**src/rtl/sram_bus_arbiter.sv**
```systemverilog
// Acquires the Z80 bus through busrq_n/busak_n and runs single-byte SRAM read/write
// cycles for the monitor; also keeps the CPU off the bus while hold is asserted.
module sram_bus_arbiter #(
  parameter int ADDR_W        = 17,
  parameter int WAIT_CYCLES   = 2,
  parameter int GRANT_TIMEOUT = 1023
) (
  input  logic              clock,
  input  logic              reset_n,
  input  logic              hold,
  input  logic              mon_req,
  input  logic              mon_we,
  input  logic [ADDR_W-1:0] mon_addr,
  input  logic [7:0]        mon_wdata,
  output logic [7:0]        mon_rdata,
  output logic              mon_ack,
  output logic              mon_err,
  output logic              held,
  output logic              busrq_n,
  input  logic              busak_n,
  output logic [ADDR_W-1:0] sram_addr,
  output logic [7:0]        sram_dout,
  input  logic [7:0]        sram_din,
  output logic              sram_drive,
  output logic              sram_ce_n,
  output logic              sram_oe_n,
  output logic              sram_we_n
);

  typedef enum logic [2:0] {
    S_IDLE, S_REQ, S_GRANTED, S_SETUP, S_ACCESS, S_DONE, S_RELEASE
  } state_t;

  localparam logic [15:0] TIMEOUT_LAST = 16'(GRANT_TIMEOUT - 1);
  localparam logic [15:0] WAIT_LAST    = 16'(WAIT_CYCLES - 1);

  state_t              state, state_d;
  logic [15:0]         cnt, cnt_d;
  logic                blocked, blocked_d;
  logic                op_we, op_we_d;
  logic [1:0]          busak_sync;
  logic                busak_s;
  logic [7:0]          mon_rdata_d, sram_dout_d;
  logic                mon_ack_d, mon_err_d, held_d, busrq_n_d;
  logic [ADDR_W-1:0]   sram_addr_d;
  logic                sram_drive_d, sram_ce_n_d, sram_oe_n_d, sram_we_n_d;

  // busak_n comes straight from the CPU pin, unrelated to clock
  always_ff @(posedge clock or negedge reset_n) begin
    if (!reset_n) busak_sync <= 2'b11;
    else          busak_sync <= {busak_sync[0], busak_n};
  end
  assign busak_s = busak_sync[1];

  always_ff @(posedge clock or negedge reset_n) begin
    if (!reset_n) begin
      state      <= S_IDLE;
      cnt        <= '0;
      blocked    <= 1'b0;
      op_we      <= 1'b0;
      mon_rdata  <= '0;
      mon_ack    <= 1'b0;
      mon_err    <= 1'b0;
      held       <= 1'b0;
      busrq_n    <= 1'b1;
      sram_addr  <= '0;
      sram_dout  <= '0;
      sram_drive <= 1'b0;
      sram_ce_n  <= 1'b1;
      sram_oe_n  <= 1'b1;
      sram_we_n  <= 1'b1;
    end else begin
      state      <= state_d;
      cnt        <= cnt_d;
      blocked    <= blocked_d;
      op_we      <= op_we_d;
      mon_rdata  <= mon_rdata_d;
      mon_ack    <= mon_ack_d;
      mon_err    <= mon_err_d;
      held       <= held_d;
      busrq_n    <= busrq_n_d;
      sram_addr  <= sram_addr_d;
      sram_dout  <= sram_dout_d;
      sram_drive <= sram_drive_d;
      sram_ce_n  <= sram_ce_n_d;
      sram_oe_n  <= sram_oe_n_d;
      sram_we_n  <= sram_we_n_d;
    end
  end

  always_comb begin
    state_d      = state;
    cnt_d        = cnt;
    blocked_d    = blocked;
    op_we_d      = op_we;
    mon_rdata_d  = mon_rdata;
    mon_ack_d    = 1'b0;
    mon_err_d    = 1'b0;
    held_d       = held;
    busrq_n_d    = busrq_n;
    sram_addr_d  = sram_addr;
    sram_dout_d  = sram_dout;
    sram_drive_d = sram_drive;
    sram_ce_n_d  = sram_ce_n;
    sram_oe_n_d  = sram_oe_n;
    sram_we_n_d  = sram_we_n;
    case (state)
      S_IDLE: begin
        if (!hold && !mon_req) blocked_d = 1'b0;
        if ((hold || mon_req) && !blocked) begin
          state_d   = S_REQ;
          busrq_n_d = 1'b0;
          cnt_d     = '0;
        end
      end
      S_REQ: begin
        cnt_d = cnt + 16'd1;
        if (!busak_s) begin
          state_d = S_GRANTED;
          held_d  = 1'b1;
        end else if (cnt == TIMEOUT_LAST) begin
          // give up; stay blocked until both requesters go quiet
          state_d   = S_IDLE;
          busrq_n_d = 1'b1;
          blocked_d = 1'b1;
          mon_err_d = 1'b1;
          mon_ack_d = mon_req;
        end
      end
      S_GRANTED: begin
        if (mon_req) begin
          state_d     = S_SETUP;
          op_we_d     = mon_we;
          sram_addr_d = mon_addr;
          sram_ce_n_d = 1'b0;
          if (mon_we) begin
            sram_dout_d  = mon_wdata;
            sram_drive_d = 1'b1;
          end
        end else if (!hold) begin
          state_d   = S_RELEASE;
          busrq_n_d = 1'b1;
          held_d    = 1'b0;
        end
      end
      S_SETUP: begin
        state_d = S_ACCESS;
        cnt_d   = '0;
        if (op_we) sram_we_n_d = 1'b0;
        else       sram_oe_n_d = 1'b0;
      end
      S_ACCESS: begin
        cnt_d = cnt + 16'd1;
        if (cnt == WAIT_LAST) begin
          state_d     = S_DONE;
          sram_oe_n_d = 1'b1;
          sram_we_n_d = 1'b1;
          mon_ack_d   = 1'b1;
          if (!op_we) mon_rdata_d = sram_din;
        end
      end
      S_DONE: begin
        // address, data and ce_n stay put one cycle past the strobe
        if (!mon_req) begin
          state_d      = S_GRANTED;
          sram_ce_n_d  = 1'b1;
          sram_drive_d = 1'b0;
        end
      end
      S_RELEASE: begin
        if (busak_s) state_d = S_IDLE;
      end
      default: state_d = S_IDLE;
    endcase
  end

endmodule

```
**config.mk**
```make
export PLATFORM = sky130hd
export DESIGN_NAME = sram_bus_arbiter
export DESIGN_NICKNAME = d
export VERILOG_FILES = /design/src/rtl/sram_bus_arbiter.sv
export SDC_FILE = /design/constraint.sdc
export NUM_CORES = 1
export LEC_CHECK = 0
export CORE_UTILIZATION = 33
export CTS_BUF_LIST = sky130_fd_sc_hd__clkbuf_16
export CTS_CLUSTER_SIZE = 24
export DETAILED_ROUTE_END_ITERATION = 8
export PLACE_DENSITY = 0.64
export SLEW_MARGIN = 20
export SYNTH_ARGS = -nofsm -noshare
export SYNTH_HDL_FRONTEND = slang
export SYNTH_SLANG_ARGS = --single-unit
```
**constraint.sdc**
```tcl
create_clock -name clock -period 2.7 [get_ports clock]
set_clock_uncertainty 0.15 [all_clocks]
set_input_delay 0.27 -clock clock [delete_from_list [all_inputs] [get_ports clock]]
set_output_delay 0.27 -clock clock [all_outputs]
set_load 0.02 [all_outputs]
```
* Yosys cells after proc, flatten, opt, wreduce, memory -nomap -nowiden
Cells that the tools add are included.
** Word-level totals
- Flip-flop bits (word level) :: 64
- Word-level logic and storage cells :: 110
** Operators by class
- Equality and inequality tests :: 24
- Reduce and logical (&&, ||, !) cells :: 26
- $add $sub $neg :: 1
- Bitwise logic cells :: 1
- Mux-type cells :: 42
** Operators with widths (number)
- 16-bit case mux with 3 select lines :: 1
- 2-bit != test, second input constant :: 14
- 3-bit two-way mux :: 8
- 1-bit two-way mux :: 23
- 3-bit case mux with 7 select lines :: 1
- 16-bit by 1-bit adder with 16-bit output, second input constant :: 1
- 16-bit by 1-bit equality test with 1-bit output, second input constant :: 1
- 16-bit by 10-bit equality test with 1-bit output, second input constant :: 1
- 16-bit two-way mux :: 1
- 3-bit AND reduction :: 5
- 1-bit case mux with 2 select lines :: 7
- 4-bit AND reduction :: 3
- 6-bit AND reduction :: 2
- 3-bit equality test, second input constant :: 3
- 2-bit nonzero test :: 4
- 3-bit by 2-bit equality test with 1-bit output, second input constant :: 2
- 3-bit != test, second input constant :: 2
- 3-bit nonzero test :: 2
- 2-bit AND reduction :: 2
- 3-bit by 1-bit equality test with 1-bit output, second input constant :: 1
- 1-bit zero test :: 3
- 3-bit zero test :: 1
- 1-bit case mux with 3 select lines :: 1
- 1-bit logical AND :: 2
- 3 further kinds :: 3

* Logic depth before layout (Yosys ltp)
- Depth in word-level cells :: 4
- Mapped depth :: 7
- Depth with buffers taken out :: 6

* Least setup slack after synthesis
No wires, ideal clock.
- Path type :: reg-to-reg
- Start point :: register cnt[1]
- End point :: register mon_rdata[0]
- Stages on the path, launching flop included :: 7
- Path buffers :: 0
- Slack :: 0.706 ns
- Period minus slack after synthesis :: 1.994 ns
- Library setup time :: 0.125 ns
- Arrival time :: 1.719 ns
- Path through :: dfrtp_1 > inv_1 > ha_1 > nor4b_1 > nand4_1 > nor3_4 > mux2_2
** On the way
- Word-level cells in the longest chain between the ends :: 2
** Ends and longest elaborated chain
- start: declaration :: line 38 : logic [15:0] cnt, cnt_d;
- start signal: assignment :: line 74 : cnt <= cnt_d;
- 16-bit by 1-bit equality test with 1-bit output :: line 154 : if (cnt == WAIT_LAST) begin
- 3-bit AND reduction (no source line)
- end signal: assignment :: line 77 : mon_rdata <= mon_rdata_d;
- end: declaration :: line 15 : output logic [7:0] mon_rdata,
No other way between the ends.
A chain may end at the register's enable or synchronous reset.

* Final worst setup path
- Start point :: register cnt[0]
- End point :: register mon_rdata[4]
The elaborated chain is that of the path after synthesis.

==> results by group <==
Drt
  – Post-detailed-route DRC marker count: 0
  – Number of vias after detailed routing: 2413
  – Vias per cell: 5.20
  – Avg WL per Cell: 14.8 um
  – Count of antenna-violating nets left after detailed routing: 0
  – Router iterations before antenna repair: 4
  – Initial DRC count: 109
  – Final wirelength: 6890 um

Floorplan
  – Die Outline Area: 9480 um2
  – Core area: 8760 um2
  – Effective utilization at floorplan: 34.3%
  – I/O pin count: 80
  – Y dimension of the die: 97.4 um
  – Std cell rows: 34
  – Die width: 97.4 um

Setup path
  – Delay of the slowest critical-path stage: 0.48 ns
  – Category of the worst setup path launch point: flop
  – Biggest fanout along the worst timing path: 8
  – Critical path arrival: 2.30 ns
  – Critical Path End: mon_rdata[4]
  – Critical Path End Type: flop
  – Depth of the critical timing path with buffers and inverters included: 5
  – Family with the most delay on the worst path: simple AND/OR/NAND/NOR gates
  – Required time of the worst setup path: 2.76 ns
  – Worst setup path class: flop to flop
  – Number of cell instances on the worst register-to-register path: 5
  – Crit. Startpoint: cnt[0]
  – Buffers plus inverters on the worst setup path: 0
  – Critical register-to-register path startpoint: cnt[0]
  – Terminus of the critical flop-to-flop path: mon_rdata[4]
  – Critical path's slowest cell: sky130_fd_sc_hd__dfrtp_1
  – R2r setup slk: 0.46 ns
  – Cells along the critical path: ha_1 -> nor4b_1 -> nand4_1 -> nor3_4 -> mux2_2

Final layout
  – Total non-filler cell area in the finished layout: 4190 um2
  – Fraction of final layout cells with drive strength greater than 1: 19.1%
  – Final net count: 393
  – Fill count: 812
  – Layout overhead on the synthesized area: 39.4%
  – Register area: 1610 um2
  – Diodes inserted: 0
  – Multi-input logic area: 1280 um2

Place
  – Cell area reported after detailed placement: 3900 um2
  – Input/output buffers: 79
  – Final weighted congestion in routability-driven placement: 0.788
  – Half-perimeter wire length after placement: 4890 um
  – Pre-CTS setup slack: 0.357 ns

STA
  – Number of pins with negative max-slew slack in the final report: 0
  – Worst Hold Slack: 0.202 ns
  – Setup slack of the critical path after layout: 0.461 ns
  – RSZ-0062 raised after global routing: no
  – Ratio of final minimum period to clock period: 82.9%
  – Slew at the pin with the worst max-slew slack: 0.553 ns
  – Final worst path period need: 2.24 ns
  – Count of endpoints failing setup in the final report: 0
  – Sum of negative setup slack: 0 ns
  – Final Hold Violating Endpoints: 0
  – Slew HR: 63.1%
  – Maximum achievable frequency: 447 MHz

CTS
  – Clock transition at the register clock pins on the worst setup and hold paths after CTS: 0.06 ns
  – Cell at the root of the clock tree: sky130_fd_sc_hd__clkbuf_16
  – TritonCTS clock tree: yes
  – Number of cells upsized or downsized after cts: 0
  – H-tree depth: 3
  – Worst skew pair latency: 0.32 ns
  – Clk buf depth: 2
  – Num CTS Buffers: 9
  – # Post-CTS Setup Buffers: 0
  – Total number of clock tree sinks: 64

Synth
  – Number of distinct standard cells referenced by the synthesized netlist: 42
  – Post-synth top area share: 48.3%
  – Post-synthesis cell area: 3000 um2
  – EDFF count, synth: 0
  – Mean cell area of the mapped netlist: 11.2 um2
  – Flip-flop cell with the highest count after synthesis: sky130_fd_sc_hd__dfrtp_1
  – Largest cells by area after synthesis: sky130_fd_sc_hd__dfrtp_1, sky130_fd_sc_hd__mux2_2, sky130_fd_sc_hd__dfstp_2
  – Post-Synthesis Cells: 267
  – Syn_nets: 309
  – Number of warning messages in the yosys log: 0
  – Cell type contributing the most total cell area after synthesis: sky130_fd_sc_hd__dfrtp_1
  – Asr flop ratio synth: 100%
  – Synthesis-stage register bit count: 64
  – Sequential share of the synthesized area: 53.6%

Global routing
  – Maximum number of pins on one net before global-route repair: 28
  – GR Util All Layers: 15.4%
  – Via count of the first global-routing pass: 2374
  – Wire length of the first global-routing pass: 11600 um
  – Antenna violations before repair: 0
  – Global route total overflow: 0

Power
  – Leakage dissipation: 0.00171 uW
  – Pwr/cell area: 1060 nW/um2
  – Max rail drop VDD: 0.000646 V

Job
  – Max capacitance violation total: 0

Hold path
  – Hold Path Class: input pin to flop

Outcome
  – Status: complete, no violations
kinds of logic (layout without fill, tap and decap cells):
group / count (synthesis) / in the layout / share of synthesized area [%]
mux: 35 / 35 / 13.2
buf+inv: 23 / 112 / 3.67
compound gates: 50 / 50 / 10.5
flops: 64 / 64 / 53.6
xor+xnor: 3 / 3 / 0.875
fa+ha+maj: 3 / 3 / 1.25
simple gates: 89 / 89 / 16.8
per-layer routing:
metal  vias to the layer above  track usage, %  share of wire (%)
met2                        75            23.5                 47
met4                         0            5.09                1.2
met5                         -               0                  0
li1                       1154               -                  -
met1                      1177            19.2                 42
met3                         7            7.05                9.1
placed cells by master (no fill, tap or decap), drive strengths merged, types with 5 or more instances in the layout:
cell,netlist,routed
nand2,14,14
nand3,9,9
mux2,35,35
clkbuf,6,9
buf,9,9
inv,8,10
clkdlybuf4s50,0,78
nand4,8,8
or3,5,5
o21ai,14,14
dfrtp,58,58
nor3,5,5
o31ai,7,7
a21oi,12,12
nor2,18,18
or4,8,8
dfstp,6,6
cell type report:
class / instances / area share [%]
flip-flops and latches: 64 / 38.4
inverters: 8 / 0.717
multi-input cells: 180 / 30.7
clock buffers: 9 / 5.38
clock inverters: 7 / 1.11
well taps: 108 / 3.23
repair buffers: 88 / 20.4
worst min path at each step:
stage / slack (ns) / endpoint / start / cells after the start
after global placement: 0.09 / cnt[14] / reset_n / 1
after global routing: 0.19 / busak_sync[0] / busak_n / 1
final: 0.20 / busak_sync[0] / busak_n / 1
after detailed placement: 0.09 / cnt[13] / reset_n / 1
after floorplan: -0.18 / blocked / reset_n / 0
after CTS: 0.19 / busak_sync[0] / busak_n / 1
where the power goes:
| group | internal (uW) | total, uW | switching (uW) | leakage, uW |
|---|---|---|---|---|
| combinational | 930 | 1870 | 942 | 0.000776 |
| sequential | 1300 | 1530 | 226 | 0.000800 |
| clock | 620 | 1050 | 426 | 0.000131 |
flip-flops by register name (all words and copies together) (netlist names):
register	flops
sram_drive	1
sram_oe_n	1
sram_addr	17
sram_we_n	1
busrq_n	1
op_we	1
mon_ack	1
cnt	16
sram_dout	8
held	1
sram_ce_n	1
mon_err	1
blocked	1
mon_rdata	8
state	3
busak_sync	2
Yosys cell counts, drive strengths merged (2+ instances only):
cell type,count
dfrtp,58
mux2,35
nor2,18
nand2,14
o21ai,14
a21oi,12
buf,9
nand3,9
inv,8
nand4,8
or4,8
o31ai,7
clkbuf,6
dfstp,6
nor3,5
or3,5
a211oi,4
nor2b,4
a21o,3
ha,3
nand2b,3
nor4,3
xnor2,3
and3,2
and4,2
nor4b,2
nor4bb,2
o21a,2
o32ai,2
or2,2
per-stage QoR:
stage	std cells	power (uW)	utilization, %
2_1_floorplan	267	2620	-
3_3_place_gp	447	3390	44.5
3_5_place_dp	447	3420	44.5
4_1_cts	464	4520	47.8
5_1_grt	464	4710	47.8
6_report	464	4450	47.8
what timing repair did:
action / in CTS / in global routing
endpoints found under the hold margin: 18 / 0
hold buffers: 1 / 0
setup endpoints to repair: 0 / 0
Note: power is estimated with default switching activity, not from simulation.
